<file path="src/rtl/mem_write_checker_match_table.sv">
// Combinational lookup of one store against the expected-store table.
// Ports:
//   dataadr, writedata : store being sampled
//   hit                : entries already matched (used when unordered)
//   next_idx           : entry that must match next (used when ordered)
//   match, match_idx   : store matches an eligible entry, and which one
//   in_ignore          : store address lies in the tolerated window
module mem_write_checker_match_table #(
    parameter int unsigned ADDR_W = 32,
    parameter int unsigned DATA_W = 32,
    parameter int unsigned N_EXP  = 4,
    parameter int unsigned IDX_W  = 2,
    parameter logic [N_EXP*ADDR_W-1:0] EXP_ADDR = '0,
    parameter logic [N_EXP*DATA_W-1:0] EXP_DATA = '0,
    parameter bit ORDERED = 1'b1,
    parameter logic [ADDR_W-1:0] IGN_LO = '0,
    parameter logic [ADDR_W-1:0] IGN_HI = '0
) (
    input  logic [ADDR_W-1:0] dataadr,
    input  logic [DATA_W-1:0] writedata,
    input  logic [N_EXP-1:0]  hit,
    input  logic [IDX_W-1:0]  next_idx,
    output logic              match,
    output logic [IDX_W-1:0]  match_idx,
    output logic              in_ignore
);

    localparam bit IgnEn = (IGN_LO <= IGN_HI);
    localparam logic [ADDR_W-1:0] IgnSpan = IGN_HI - IGN_LO;

    // Only one of hit/next_idx is consulted depending on ORDERED.
    logic unused_inputs;
    assign unused_inputs = ^{hit, next_idx};

    // Offset form avoids a constant compare when IGN_LO is zero.
    assign in_ignore = IgnEn && ((dataadr - IGN_LO) <= IgnSpan);

    always_comb begin
        match     = 1'b0;
        match_idx = '0;
        if (ORDERED) begin
            for (int i = 0; i < int'(N_EXP); i++) begin
                if (next_idx == IDX_W'(i) &&
                    EXP_ADDR[i*ADDR_W +: ADDR_W] == dataadr &&
                    EXP_DATA[i*DATA_W +: DATA_W] == writedata) begin
                    match     = 1'b1;
                    match_idx = IDX_W'(i);
                end
            end
        end else begin
            // Scan downwards so the lowest eligible index is the last one written.
            for (int i = int'(N_EXP) - 1; i >= 0; i--) begin
                if (!hit[i] &&
                    EXP_ADDR[i*ADDR_W +: ADDR_W] == dataadr &&
                    EXP_DATA[i*DATA_W +: DATA_W] == writedata) begin
                    match     = 1'b1;
                    match_idx = IDX_W'(i);
                end
            end
        end
    end

endmodule

</file>
<file path="config.mk">
export PLATFORM = sky130hd
export DESIGN_NAME = mem_write_checker_match_table
export DESIGN_NICKNAME = d
export VERILOG_FILES = /design/src/rtl/mem_write_checker_match_table.sv
export SDC_FILE = /design/constraint.sdc
export NUM_CORES = 1
export LEC_CHECK = 0
export ABC_AREA = 1
export BUFFER_PORTS_ARGS = -buffer_cell sky130_fd_sc_hd__buf_4
export CORE_AREA = 2 2 39 41
export DETAILED_ROUTE_END_ITERATION = 12
export DIE_AREA = 0 0 41 43
export GPL_TIMING_DRIVEN = 0
export PLACE_DENSITY = 0.79
export SYNTH_ARGS = -nofsm -noshare
export SYNTH_HDL_FRONTEND = slang
export SYNTH_SLANG_ARGS = --single-unit
</file>
<file path="constraint.sdc">
create_clock -name vclk -period 0.9
set_clock_uncertainty 0.15 [all_clocks]
set_input_delay 0.045 -clock vclk [all_inputs]
set_output_delay 0.045 -clock vclk [all_outputs]
set_load 0.005 [all_outputs]
</file>
# After elaboration in Yosys (flattened, before gate mapping)
# Cells that the tools add are included.
# op_classes
magnitude_cmp	1
eq_ne	3
n_mux	7
reduce_logical	11
# ops
cell	n
$logic_not 32->1	2
$le 32x1->1 const B	1
$logic_and 1x1->1	8
$mux 1	5
$eq 2x2->1 const B	2
$mux 2	2
$eq 2x1->1 const B	1
$logic_not 2->1	1
# totals
ff_bits	0
input_bits	70
output_inout_bits	4
elab_cells	22

# Depth between registers and ports, before layout
# logic_depth
word_depth	7
depth_mapped	7
ltp_nobuf	7

# Least setup slack after synthesis
# No wires, ideal clock.
# synth_timing
path_type	input -> output
startpoint	input dataadr[31]
endpoint	output match_idx[0]
arrival_time_ns	0.648
required_time_ns	0.705
path_slack_ns	0.057
stages	7
path_buffers	0
path_cell_list	nor2_1 > nand2_1 > nor2_1 > nand2_1 > nor2_2 > nand2_2 > nor2_1
# synth_between
elab_chain_cells	6
elab_cells_between_ends	10
cone_classes	mux: 3; reduce/logical: 7
# synth_lines
element	line	text
from (decl)	19	input logic [ADDR_W-1:0] dataadr,
$logic_not 32->1 (*)	n/a	
$logic_and 1x1->1	43	if (next_idx == IDX_W'(i) &&
$logic_and 1x1->1	44	EXP_ADDR[i*ADDR_W +: ADDR_W] == dataadr &&
$mux 1	43	
$mux 2	43	
$mux 2 (*)	43	
to (decl)	24	output logic [IDX_W-1:0] match_idx,
# Every way passes the cells marked *; elsewhere a longest branch is shown, timed or not.

# Final worst setup path
# layout_timing
startpoint	input dataadr[16]
endpoint	output match_idx[0]
# Same word-level chain as after synthesis.

==> flow_metrics.py <==
metrics = {
    "status": {
        "status": "complete, but fails checks",
        "failed_checks": "setup timing",
    },
    "logic_synthesis": {
        "synth_cell_types": 5,
        "synth_nets": 138,
        "synth-warning-count": 0,
        "synth_cells": 68,
        "netlist.area_leader.share": 0.600,
        "yosys-top-cells-area": "nor2_1 (60%), nand2_1 (29%), nor2_2 (4.8%)",
        "synth.largest_area_cell": "nor2_1",
        "seq_area_frac_synth": 0,
        "synth_area_um2": 263,
        "synth_area_per_cell_um2": 3.86,
    },
    "worst_setup_path": {
        "critical_path.top_delay_family": "simple AND/OR/NAND/NOR gates",
        "worst_path_max_delay_cell": "nor2_2",
        "path_class": "in -> out",
        "crit_chain": "buf_6, nor2_4, nand2_1, nor2_1, nand2_1, nor2_2, nand2_2, nor2_1, buf_4",
        "slowest_delay_ns": 0.13,
        "crit_buf_inv": 2,
        "worstPathMaxFanout": 3,
        "cp_data_arrival_time_ns": 0.88,
        "critPathLaunchType": "input pin",
        "endpoint_kind": "primary output",
        "crit_required_ns": 0.70,
    },
    "job": {
        "drv_cap": 0,
    },
    "route": {
        "first_iter_violations": 5,
        "final_antenna_net_count": 0,
        "vias": 664,
        "wl_per_cell_um": 9.65,
        "drc": 0,
        "wirelength_mm": 1.50,
        "via_per_inst": 4.28,
        "drt_first_pass_iters": 4,
    },
    "finish": {
        "final_nets": 211,
        "finish.utilization": 0.728,
        "multiInputGateArea_um2": 349,
        "nClkBuffers": 0,
        "drive_gt1_frac": 0.683,
        "syn_to_final_growth_pct": 283,
        "regArea_um2": 0,
        "fin_area_um2": 1010,
        "diodes": 0,
        "n_fill_cell": 124,
        "seq_cells": 0,
    },
    "placed_design": {
        "place_ws_ns": -0.196,
        "port_buffers": 70,
        "gp_congestion": 0.614,
        "place_area_um2": 808,
        "dp_hpwl_mm": 1.13,
    },
    "grt": {
        "grt-ovfl-total": 0,
        "grt_pass1_vias": 576,
        "grt_max_degree": 4,
        "antenna_found_initial": 0,
        "globalRouteTotalUtil": 0.146,
        "grt_pass1_wl_mm": 1.92,
    },
    "floorplanning": {
        "die-area_um2": 1760,
        "ios": 74,
        "die_h_um": 43,
        "fp-row-count": 14,
        "fp.dieW_um": 41,
        "core_area_um2": 1380,
        "start_util": 0.190,
    },
    "timing": {
        "finalSetupViolCount": 4,
        "tightestPinTransition_ns": 0.114,
        "maxClockFrequency_mhz": 932,
        "period_share": 1.19,
        "maxSlewHeadroom": 0.924,
        "layout_setup_ws_ns": -0.172,
        "slew_viol_final": 0,
        "hold_slack_ns": 0.250,
        "hold_viol": 0,
        "rsz0062_at_grt": "true",
        "finalWorstPathRequiredPeriod_ns": 1.07,
    },
    "pwr": {
        "ir_drop_mv": 0.206,
        "p_per_area_nw_per_um2": 348,
        "leakagePower_nw": 0.486,
    },
    "clock_network": {
        "cts_hold_buffers": 0,
    },
    "worst_hold_path": {
        "hold_path_class": "in -> out",
    },
}
==> worst min-delay path: cells and delay by family <==
family | cells | cell delay (ns)
buf+inv | 3 | 0.22
simple gates | 1 | 0.09
==> Yosys cell counts <==
cell,instances
nand2_1,20
nor2_1,42
nand2_2,1
nor2_2,2
inv_1,3
==> kinds of logic (layout without fill, tap and decap cells) <==
kind of cell	Yosys count	in the layout	share of synthesized area
buffers and inverters	3	74	0.0429
and+or+nand+nor	65	65	0.957
==> cell type report <==
cell class | count | share of cell area
Timing Repair Buffer | 71 | 0.622
Tap cell | 16 | 0.0199
Inverter | 3 | 0.0112
Multi-Input combinational cell | 65 | 0.347
==> metrics by stage <==
stage,setup TNS [ns],power (W),instances
finish,-0.515,0.000350,155
global route,-0.860,0.000377,155
global placement,-0.473,0.000254,154
CTS,-0.603,0.000275,155
floorplan,0,0.0000420,68
detailed placement,-0.569,0.000261,154
==> layer usage <==
layer	vias to the layer above	global-route usage	routed length [um]
li1	343	-	-
met2	44	0.297	858
met3	4	0.0209	204
met5	-	0	0
met1	273	0.139	399
met4	0	0.0200	34
==> worst paths after layout <==
check / from / endpoint / slack, ns / cells past startpoint
setup / recovery: dataadr[16] / match_idx[0] / -0.17 / 9
hold / removal: next_idx[1] / match_idx[1] / 0.25 / 4
==> where the power goes <==
| part | internal (W) | switching (W) | total, W |
|---|---|---|---|
| Clock | 0 | 0 | 0 |
| Sequential | 0 | 0 | 0 |
| Combinational | 0.000253 | 0.0000972 | 0.000350 |
==> what timing repair did <==
action,4_1_cts,5_1_grt
pin swaps,17,34
setup buffers,1,0
setup endpoints to repair,4,4
cloned,0,0
resized for setup,11,44
==> cell usage in the layout, fill, tap and decap left out <==
| master | n |
|---|---|
| nor2_4 | 9 |
| nor2_1 | 21 |
| inv_1 | 3 |
| buf_6 | 25 |
| buf_4 | 46 |
| nand2_2 | 1 |
| nand2_1 | 20 |
| nor2_2 | 14 |
No activity file was read; power rests on OpenSTA's default activity.
